==> config.mk <==
export PLATFORM = sky130hd
export DESIGN_NAME = cpu_run_ctrl_flat
export DESIGN_NICKNAME = d
export VERILOG_FILES = /design/src/rtl/cpu_sys_pkg.sv /design/src/rtl/cpu_run_ctrl_if.sv /design/src/rtl/cpu_run_ctrl_ram_port_mux.sv /design/src/rtl/cpu_run_ctrl.sv /design/src/flat_wrapper.sv
export SDC_FILE = /design/constraint.sdc
export NUM_CORES = 1
export LEC_CHECK = 0
export CORE_MARGIN = 2
export CORE_UTILIZATION = 42
export DETAILED_ROUTE_END_ITERATION = 12
export PLACE_DENSITY = 0.86
export SLEW_MARGIN = 10
export SYNTH_ARGS = -nofsm -noshare
export SYNTH_HDL_FRONTEND = slang
export SYNTH_SLANG_ARGS = --single-unit
export TNS_END_PERCENT = 5
==> constraint.sdc <==
create_clock -name clk -period 4.8 [get_ports clk]
set_input_delay 0.48 -clock clk [delete_from_list [all_inputs] [get_ports clk]]
set_output_delay 0.48 -clock clk [all_outputs]
set_load 0.005 [all_outputs]
==> src/rtl/cpu_sys_pkg.sv <==
// Shared types and constants for the run controller and the benches that build program images.
package cpu_sys_pkg;

  localparam int unsigned ADDR_W = 14;
  localparam int unsigned DATA_W = 32;

  typedef enum logic [1:0] {
    ST_IDLE = 2'd0,
    ST_LOAD = 2'd1,
    ST_RUN  = 2'd2,
    ST_DONE = 2'd3
  } run_state_t;

  // Opcode fields in instruction bits [31:28].
  localparam logic [3:0] CPi  = 4'b1001;
  localparam logic [3:0] BZJi = 4'b1101;

endpackage

==> src/rtl/cpu_run_ctrl_if.sv <==
// Host-side load stream and RAM readback channel of the run controller.
interface cpu_run_ctrl_if
  import cpu_sys_pkg::*;
#(
  parameter int unsigned SIZE = ADDR_W
) ();

  logic              ld_valid;
  logic [DATA_W-1:0] ld_data;
  logic              ld_last;
  logic              ld_ready;
  logic              rd_req;
  logic [SIZE-1:0]   rd_addr;
  logic              rd_valid;
  logic [DATA_W-1:0] rd_data;

  modport master (
    output ld_valid, ld_data, ld_last, rd_req, rd_addr,
    input  ld_ready, rd_valid, rd_data
  );

  modport slave (
    input  ld_valid, ld_data, ld_last, rd_req, rd_addr,
    output ld_ready, rd_valid, rd_data
  );

endinterface

==> src/rtl/cpu_run_ctrl_ram_port_mux.sv <==
// Combinational owner of the single RAM port: loader, CPU or host readback.
module ram_port_mux
  import cpu_sys_pkg::*;
#(
  parameter int unsigned SIZE = ADDR_W
) (
  input  run_state_t        state,
  input  logic              start,
  input  logic              rd_req,
  input  logic [SIZE-1:0]   rd_addr,
  input  logic              ld_hs,
  input  logic [SIZE-1:0]   ld_ptr,
  input  logic [DATA_W-1:0] ld_data,
  input  logic              cpu_wrEn,
  input  logic [SIZE-1:0]   cpu_addr,
  input  logic [DATA_W-1:0] cpu_data,
  output logic              ram_wrEn,
  output logic [SIZE-1:0]   ram_addr,
  output logic [DATA_W-1:0] ram_wdata,
  output logic              rd_fire
);

  always_comb begin
    ram_wrEn  = 1'b0;
    ram_addr  = '0;
    ram_wdata = '0;
    rd_fire   = 1'b0;
    case (state)
      ST_IDLE, ST_DONE: begin
        // A start in the same cycle takes priority and drops the read.
        if (rd_req && !start) begin
          ram_addr = rd_addr;
          rd_fire  = 1'b1;
        end
      end
      ST_LOAD: begin
        if (ld_hs) begin
          ram_wrEn  = 1'b1;
          ram_addr  = ld_ptr;
          ram_wdata = ld_data;
        end
      end
      ST_RUN: begin
        ram_wrEn  = cpu_wrEn;
        ram_addr  = cpu_addr;
        ram_wdata = cpu_data;
      end
      default: ;
    endcase
  end

endmodule

==> src/rtl/cpu_run_ctrl.sv <==
// Run controller: loads a program image into RAM, runs the CPU until halt or watchdog, then serves readback.
module cpu_run_ctrl
  import cpu_sys_pkg::*;
#(
  parameter int unsigned     SIZE       = ADDR_W,
  parameter logic [SIZE-1:0] HALT_ADDR  = SIZE'(14'h3FFF),
  parameter int unsigned     MAX_CYCLES = 1000000
) (
  input  logic              clk,
  input  logic              rst,
  input  logic              start,
  cpu_run_ctrl_if.slave     host,
  output logic              busy,
  output logic              done,
  output logic              timeout,
  output logic [DATA_W-1:0] halt_code,
  output logic [31:0]       cycles,
  output logic              cpu_rst,
  input  logic              cpu_wrEn,
  input  logic [SIZE-1:0]   cpu_addr,
  input  logic [DATA_W-1:0] cpu_data,
  output logic [DATA_W-1:0] cpu_rdata,
  output logic              ram_wrEn,
  output logic [SIZE-1:0]   ram_addr,
  output logic [DATA_W-1:0] ram_wdata,
  input  logic [DATA_W-1:0] ram_rdata
);

  run_state_t        state, state_nxt;
  logic [SIZE-1:0]   ptr, ptr_nxt;
  logic              ld_ready_q, ld_ready_nxt;
  logic              rd_valid_q;
  logic              busy_nxt, done_nxt, timeout_nxt;
  logic [DATA_W-1:0] halt_nxt;
  logic [31:0]       cycles_nxt;
  logic              ld_hs, rd_fire, halt_hit;

  assign ld_hs    = host.ld_valid && ld_ready_q;
  assign halt_hit = cpu_wrEn && (cpu_addr == HALT_ADDR);
  assign cpu_rst  = rst || (state != ST_RUN);
  assign cpu_rdata = ram_rdata;

  assign host.ld_ready = ld_ready_q;
  assign host.rd_valid = rd_valid_q;
  // RAM data arrives in the cycle after the address, i.e. alongside rd_valid.
  assign host.rd_data  = rd_valid_q ? ram_rdata : '0;

  ram_port_mux #(.SIZE(SIZE)) u_mux (
    .state     (state),
    .start     (start),
    .rd_req    (host.rd_req),
    .rd_addr   (host.rd_addr),
    .ld_hs     (ld_hs),
    .ld_ptr    (ptr),
    .ld_data   (host.ld_data),
    .cpu_wrEn  (cpu_wrEn),
    .cpu_addr  (cpu_addr),
    .cpu_data  (cpu_data),
    .ram_wrEn  (ram_wrEn),
    .ram_addr  (ram_addr),
    .ram_wdata (ram_wdata),
    .rd_fire   (rd_fire)
  );

  // Next-state and next-output logic.
  always_comb begin
    state_nxt   = state;
    ptr_nxt     = ptr;
    done_nxt    = done;
    timeout_nxt = timeout;
    halt_nxt    = halt_code;
    cycles_nxt  = cycles;
    case (state)
      ST_IDLE, ST_DONE: begin
        if (start) begin
          state_nxt   = ST_LOAD;
          ptr_nxt     = '0;
          done_nxt    = 1'b0;
          timeout_nxt = 1'b0;
          halt_nxt    = '0;
          cycles_nxt  = '0;
        end
      end
      ST_LOAD: begin
        if (ld_hs) begin
          ptr_nxt = ptr + SIZE'(1);
          // The top address is the last slot; leave LOAD rather than wrap.
          if (host.ld_last || (ptr == {SIZE{1'b1}})) state_nxt = ST_RUN;
        end
      end
      ST_RUN: begin
        cycles_nxt = cycles + 32'd1;
        if (halt_hit) begin
          halt_nxt  = cpu_data;
          done_nxt  = 1'b1;
          state_nxt = ST_DONE;
        end else if (cycles_nxt == 32'(MAX_CYCLES)) begin
          timeout_nxt = 1'b1;
          done_nxt    = 1'b1;
          state_nxt   = ST_DONE;
        end
      end
      default: state_nxt = ST_IDLE;
    endcase
    ld_ready_nxt = (state_nxt == ST_LOAD);
    busy_nxt     = (state_nxt == ST_LOAD) || (state_nxt == ST_RUN);
  end

  always_ff @(posedge clk) begin
    if (rst) begin
      state      <= ST_IDLE;
      ptr        <= '0;
      ld_ready_q <= 1'b0;
      rd_valid_q <= 1'b0;
      busy       <= 1'b0;
      done       <= 1'b0;
      timeout    <= 1'b0;
      halt_code  <= '0;
      cycles     <= '0;
    end else begin
      state      <= state_nxt;
      ptr        <= ptr_nxt;
      ld_ready_q <= ld_ready_nxt;
      rd_valid_q <= rd_fire;
      busy       <= busy_nxt;
      done       <= done_nxt;
      timeout    <= timeout_nxt;
      halt_code  <= halt_nxt;
      cycles     <= cycles_nxt;
    end
  end

endmodule

==> src/flat_wrapper.sv <==
// flat-port wrapper written by rule: the top's interface ports become plain ports
module cpu_run_ctrl_flat import cpu_sys_pkg::*;
#(
  parameter int unsigned     SIZE       = ADDR_W,
  parameter logic [SIZE-1:0] HALT_ADDR  = SIZE'(14'h3FFF),
  parameter int unsigned     MAX_CYCLES = 1000000
)
  (clk, rst, start, busy, done, timeout, halt_code, cycles, cpu_rst, cpu_wrEn, cpu_addr, cpu_data, cpu_rdata, ram_wrEn, ram_addr, ram_wdata, ram_rdata, host_ld_valid, host_ld_data, host_ld_last, host_rd_req, host_rd_addr, host_ld_ready, host_rd_valid, host_rd_data);
  cpu_run_ctrl_if #(.SIZE(SIZE)) host_i ();
  input  logic clk;
  input  logic rst;
  input  logic start;
  output logic busy;
  output logic done;
  output logic timeout;
  output logic [DATA_W-1:0] halt_code;
  output logic [31:0] cycles;
  output logic cpu_rst;
  input  logic cpu_wrEn;
  input  logic [SIZE-1:0] cpu_addr;
  input  logic [DATA_W-1:0] cpu_data;
  output logic [DATA_W-1:0] cpu_rdata;
  output logic ram_wrEn;
  output logic [SIZE-1:0] ram_addr;
  output logic [DATA_W-1:0] ram_wdata;
  input  logic [DATA_W-1:0] ram_rdata;
  input wire logic [$bits(host_i.ld_valid)-1:0] host_ld_valid;
  input wire logic [$bits(host_i.ld_data)-1:0] host_ld_data;
  input wire logic [$bits(host_i.ld_last)-1:0] host_ld_last;
  input wire logic [$bits(host_i.rd_req)-1:0] host_rd_req;
  input wire logic [$bits(host_i.rd_addr)-1:0] host_rd_addr;
  output wire logic [$bits(host_i.ld_ready)-1:0] host_ld_ready;
  output wire logic [$bits(host_i.rd_valid)-1:0] host_rd_valid;
  output wire logic [$bits(host_i.rd_data)-1:0] host_rd_data;
  assign host_i.ld_valid = host_ld_valid;
  assign host_i.ld_data = host_ld_data;
  assign host_i.ld_last = host_ld_last;
  assign host_i.rd_req = host_rd_req;
  assign host_i.rd_addr = host_rd_addr;
  assign host_ld_ready = host_i.ld_ready;
  assign host_rd_valid = host_i.rd_valid;
  assign host_rd_data = host_i.rd_data;
  cpu_run_ctrl #(.SIZE(SIZE), .HALT_ADDR(HALT_ADDR), .MAX_CYCLES(MAX_CYCLES)) u_core (.clk(clk), .rst(rst), .start(start), .host(host_i), .busy(busy), .done(done), .timeout(timeout), .halt_code(halt_code), .cycles(cycles), .cpu_rst(cpu_rst), .cpu_wrEn(cpu_wrEn), .cpu_addr(cpu_addr), .cpu_data(cpu_data), .cpu_rdata(cpu_rdata), .ram_wrEn(ram_wrEn), .ram_addr(ram_addr), .ram_wdata(ram_wdata), .ram_rdata(ram_rdata));
endmodule
## Word-level counts from Yosys, hierarchy flattened

Cells that the tools add are included.

- Flip-flop bits (word level): 85
- Input port bits: 131
- Output and inout bits: 181
- Logic and storage cells: 72

- $add $sub $neg: 2
- Eq/ne operators: 15
- Mux-type cells: 28
- Bitwise gates (word level): 1
- Reduce and logical (&&, ||, !) cells: 17

Operator list:

| kind | count |
|---|---|
| 32-bit case mux with 2 select lines | 3 |
| 32-bit 2-to-1 mux | 4 |
| 14-bit 2-to-1 mux | 4 |
| 14-bit case mux with 3 select lines | 1 |
| 32-bit by 1-bit adder with 32-bit output (second input constant) | 1 |
| 32-bit by 20-bit equality test with 1-bit output (second input constant) | 1 |
| 14-bit equality test (second input constant) | 2 |
| 14-bit case mux with 2 select lines | 1 |
| 14-bit by 1-bit adder with 14-bit output (second input constant) | 1 |
| 2-bit 2-to-1 mux | 5 |
| 3-bit AND reduction | 3 |
| 2-bit equality test (second input constant) | 3 |
| 1-bit 2-to-1 mux | 6 |
| 2-bit by 1-bit != test with 1-bit output (second input constant) | 3 |
| 2-bit != test (second input constant) | 3 |
| 1-bit case mux with 2 select lines | 3 |
| 2-bit case mux with 3 select lines | 1 |
| 2-bit by 1-bit equality test with 1-bit output (second input constant) | 2 |
| 4-bit AND reduction | 1 |
| 2-bit nonzero test | 2 |
| 2-bit OR reduction | 2 |
| 1-bit logical AND | 3 |
| 1-bit logical OR | 3 |
| 3-bit by 1-bit != test with 1-bit output (second input constant) | 1 |
| 4 further kinds | 4 |

## Logic depth before layout (Yosys ltp)

- Depth in word-level cells: 7
- Mapped depth: 11
- Mapped depth without buffers: 10

## Cells and area by module

Synthesis repeated with hierarchy kept, for this count alone.

- Cell total of the unflattened synthesis: 766
- Area total of the unflattened synthesis: 5670.4 µm²

Modules (own cells, without submodules):

| module | times used | cells an instance | area each (µm²) | seq. area each (µm²) |
|---|---|---|---|---|
| cpu_run_ctrl | 1 | 644 | 4830.9 | 1701.6 |
| ram_port_mux | 1 | 122 | 839.6 | 0.0 |

## Worst setup path before layout

OpenSTA, ideal clock, no wires.

- Path type: register -> register
- Start: reg u_core.cycles[0]
- End: reg u_core.busy
- Library setup time: 0.067 ns
- Arrival time: 2.762 ns
- Required time: 4.733 ns
- Setup slack: 1.972 ns
- Cell stages (with the launch flop): 12
- Buffers on the path: 1
- Period minus slack after synthesis: 2.828 ns
- Cell sequence: dfxtp_1 > ha_1 > nand3_1 > clkbuf_1 > nor4_2 > nand4_1 > xor2_1 > and4_1 > a41oi_1 > a21oi_1 > ha_1 > nor2_1

- Cells in the longest elaborated chain, start to end: 7
- Elaborated cells on any way between the ends: 8
- Those cells by class: add/sub (1); eq/ne (3); mux (3); reduce/logical (1)

Ends and longest elaborated chain:

| what | RTL line | source |
|---|---|---|
| from (decl) | cpu_run_ctrl.sv:17 | `output logic [31:0] cycles,` |
| from (signal assigned) | cpu_run_ctrl.sv:129 | `cycles <= cycles_nxt;` |
| 32-bit by 1-bit adder with 32-bit output (*) | cpu_run_ctrl.sv:92 | `cycles_nxt = cycles + 32'd1;` |
| 32-bit by 20-bit equality test with 1-bit output (*) | cpu_run_ctrl.sv:97 | `end else if (cycles_nxt == 32'(MAX_CYCLES)) begin` |
| 2-bit 2-to-1 mux (*) | cpu_run_ctrl.sv:97 |  |
| 2-bit 2-to-1 mux (*) | cpu_run_ctrl.sv:93 | `if (halt_hit) begin` |
| 2-bit case mux with 3 select lines (*) | cpu_run_ctrl.sv:73 | `case (state)` |
| net u_core.state_nxt[0] | cpu_run_ctrl.sv:29 | `run_state_t state, state_nxt;` |
| 2-bit by 1-bit equality test with 1-bit output / 2-bit equality test (equally long branches) | cpu_run_ctrl.sv:106 | `busy_nxt = (state_nxt == ST_LOAD) \|\| (state_nxt == ST_RUN);` |
| 1-bit logical OR (*) | cpu_run_ctrl.sv:106 |  |
| to (signal assigned) | cpu_run_ctrl.sv:125 | `busy <= busy_nxt;` |
| to (decl) | cpu_run_ctrl.sv:13 | `output logic busy,` |

The timed path passes the listed nets; every way through them passes the cells marked *.
A chain may end at the register's enable or synchronous reset.

## Worst setup path in the final report

- Start: reg u_core.state[1]
- End: out ram_wdata[25]

- Cells in the longest elaborated chain, start to end: 2
- Elaborated cells on any way between the ends: 3
- Those cells by class: eq/ne (2); mux (1)

Ends and longest elaborated chain:

| what | RTL line | source |
|---|---|---|
| from (decl) | cpu_run_ctrl.sv:29 |  |
| from (signal assigned) | cpu_run_ctrl.sv:121 | `state <= state_nxt;` |
| 2-bit equality test / 2-bit by 1-bit equality test with 1-bit output (equally long branches) | cpu_run_ctrl_ram_port_mux.sv:28 | `case (state)` |
| 32-bit case mux with 2 select lines (*) | cpu_run_ctrl_ram_port_mux.sv:28 |  |
| to (decl) | flat_wrapper.sv:25 | `output logic [DATA_W-1:0] ram_wdata;` |

Every way passes the cells marked *; elsewhere a longest branch is shown, timed or not.

==> run metrics <==
status completed; TritonCTS Sinks 85; pre-CTS WS 1420 ps; DRC errors left 0; Primary FF master, synth dfxtp_1; Layout Skew 4.92 ps; Slew Limit Fails 0; setup ws final 1220 ps; Synth Area per Inst 7.15 um^2; number of library cell types mapped by synthesis 57; CTS tree yes; row count 42; worst vdd ir 0.204 mV; postcts setup bufs 0; Worst Path Arrival 3100 ps; Max-Cap Viols 0; Root Buffer clkbuf_16; Pre-antenna DRT Iters 5; area delta synth->final 57.4%; Post-synth EDFFs 0; DR WL met2 10800 um; Yosys warnings 0; Tcrit/Tclk final 74.5%; Critical Path Slowest Stage Cell and3_2; antenna violations before repair 3; Hold Fails Final Rpt 0; critical-path maximum fanout 48; cell taking the most area after synthesis dfxtp_1; Startpoint Class register; pin count of the biggest net entering global routing 69; DRT antenna net count 0; share of cells above drive strength 1 3.60%; final instance area 8910 um^2; Syn Nets 927; starting density of the core 42.9%; Data required, critical path 4320 ps; met3 WL 2420 um; largest cells by area after synthesis dfxtp_1 (30%), a22oi_1 (6.8%), a21oi_1 (6.0%); via count 6812; GRT Total Usage 29.9%; placed cell area 8560 um^2; leakage power 2.92 nW; Top Layer Used met4; slew of the pin with the lowest slew margin 1190 ps; crit-path cells inv_1 -> ha_1 -> and3_2 -> a22oi_1 -> nor2_1 -> clkdlybuf4s50_1; Die X 120 um; Critical Path Sink Type output port; Clock transition at path regs 60 ps; post-layout min period 3580 ps; crit-path max cell delay 900 ps; crit path kind reg -> out; # hold bufs at CTS 0; clock latency on the worst-skew pair 340 ps; top post-synthesis cells by count nand2_1 (87), dfxtp_1 (85), nor2_1 (85); die height 120 um; Core Box Area 13200 um^2; Yosys reg bits 85; sequential area share after synthesis 30.1%; setup_tns 0 ps; Final nets 1159; Final GP Congestion 0.931; Die ar. 14400 um^2; vias in the first global route 5936; final setup violation count 0; Synth async-reset ratio 0%; synthesized cell area 5660 um^2; IO buf count 311; HP Class reg -> reg; H-tree Lvls 3; cell with the most instances after synthesis nand2_1; TritonCTS buffer count 9; post-CTS sizing 0; Vias/cell 5.64; Fillers 1120; total wire length 22700 um; WL/cell 18.8 um; Peak Freq 0.280 GHz; Slew HR 20.5%; clock buffer depth 2; Iter 0 DRT Violations 600; RSZ-0062 raised after global routing false; final non-filler cell total 1207; wl on met1 8930 um; first-pass GRT wire length 33600 um; Cells after Synth 791; Power Density 239 nW/um^2; Yosys top cell area share 30.1%; total gr overflow 0; IO Pins 312; placed cells 1188; dpl hpwl 17000 um
[metal layers]
layer	global-route usage, %	vias up
met5	0	-
met4	11.5	0
met3	8.89	33
li1	-	3269
met2	48.6	336
met1	37.1	3174
[layout by cell type, fill, tap and decap left out, drive strengths merged, types with 2 or more instances in the layout]
| cell | count |
|---|---|
| or4 | 4 |
| o211ai | 2 |
| a21o | 3 |
| dfxtp | 85 |
| bufinv | 3 |
| buf | 8 |
| and4 | 7 |
| mux2i | 2 |
| or3 | 9 |
| o22ai | 2 |
| nand2b | 7 |
| and3 | 9 |
| a311oi | 7 |
| a211oi | 4 |
| a31oi | 6 |
| a21oi | 68 |
| ha | 5 |
| nor3 | 16 |
| or2 | 2 |
| and2 | 38 |
| xnor2 | 14 |
| clkbuf | 12 |
| o21ai | 43 |
| xor2 | 14 |
| nor4 | 13 |
| nor4bb | 2 |
| o21a | 4 |
| nand3 | 54 |
| diode | 3 |
| nor2 | 85 |
| a22oi | 51 |
| nand2 | 87 |
| clkdlybuf4s50 | 310 |
| nand4b | 2 |
| nand4 | 22 |
| nor2b | 7 |
| inv | 6 |
[kinds of logic after synthesis]
logic type / Yosys count / share of synthesized area, %
muxes: 2 / 0.354
AOI/OAI and AO/OA: 201 / 22.1
xor gates and xnor gates: 28 / 4.33
buffers and inverters: 103 / 9.20
adders and majority gates: 5 / 1.11
and+or+nand+nor: 367 / 32.8
DFF: 85 / 30.1
[per-stage QoR]
stage	utilization, %	power [mW]	hold slack (ps)
6_report	67.5	2.13	453
3_5_place_dp	64.9	1.34	446
4_1_cts	67.5	2.14	455
5_1_grt	67.5	2.22	476
3_3_place_gp	64.9	1.33	441
2_1_floorplan	-	1.05	453
[power by group]
group,internal (mW),switching (mW)
sequential,0.723,0.0244
combinational,0.264,0.314
clock,0.522,0.284
[layout make-up]
type                    instances  area (um^2)  share of cell area, %
diodes                          3         7.51                 0.0843
clock inverters                 4         95.1                   1.07
multi-input cells             603         3450                   38.8
inverters                       6         22.5                  0.253
flip-flops and latches         85         1700                   19.1
well taps                     176          220                   2.47
clock buffers                  12          246                   2.77
repair buffers                318         3160                   35.5
[sequential cells by signal (all words and copies together), names as in the netlist]
name                  flops
u_core.halt_code         32
u_core.state              2
u_core.busy               1
u_core.host.ld_ready      1
u_core.cycles            32
u_core.ptr               14
u_core.host.rd_valid      1
u_core.done               1
u_core.timeout            1
[path summary, 6_finish.rpt]
check                                    startpoint             endpoint  slack [ps]  cells after the start
worst min register to register  u_core.halt_code[3]  u_core.halt_code[3]         450                      2
worst min-delay path            u_core.halt_code[3]  u_core.halt_code[3]         450                      2
worst max-delay path                u_core.state[1]        ram_wdata[25]        1220                      6
worst max register to register     u_core.cycles[0]          u_core.busy        1350                     10
[worst max-delay path: cells and delay by family, from the launching register on]
kind,cells,cell delay (ps)
buf+inv,2,640
fa+ha+maj,1,340
compound gates,1,300
simple gates,2,1110
flops,1,320
Note: power is estimated with default switching activity, not from simulation.
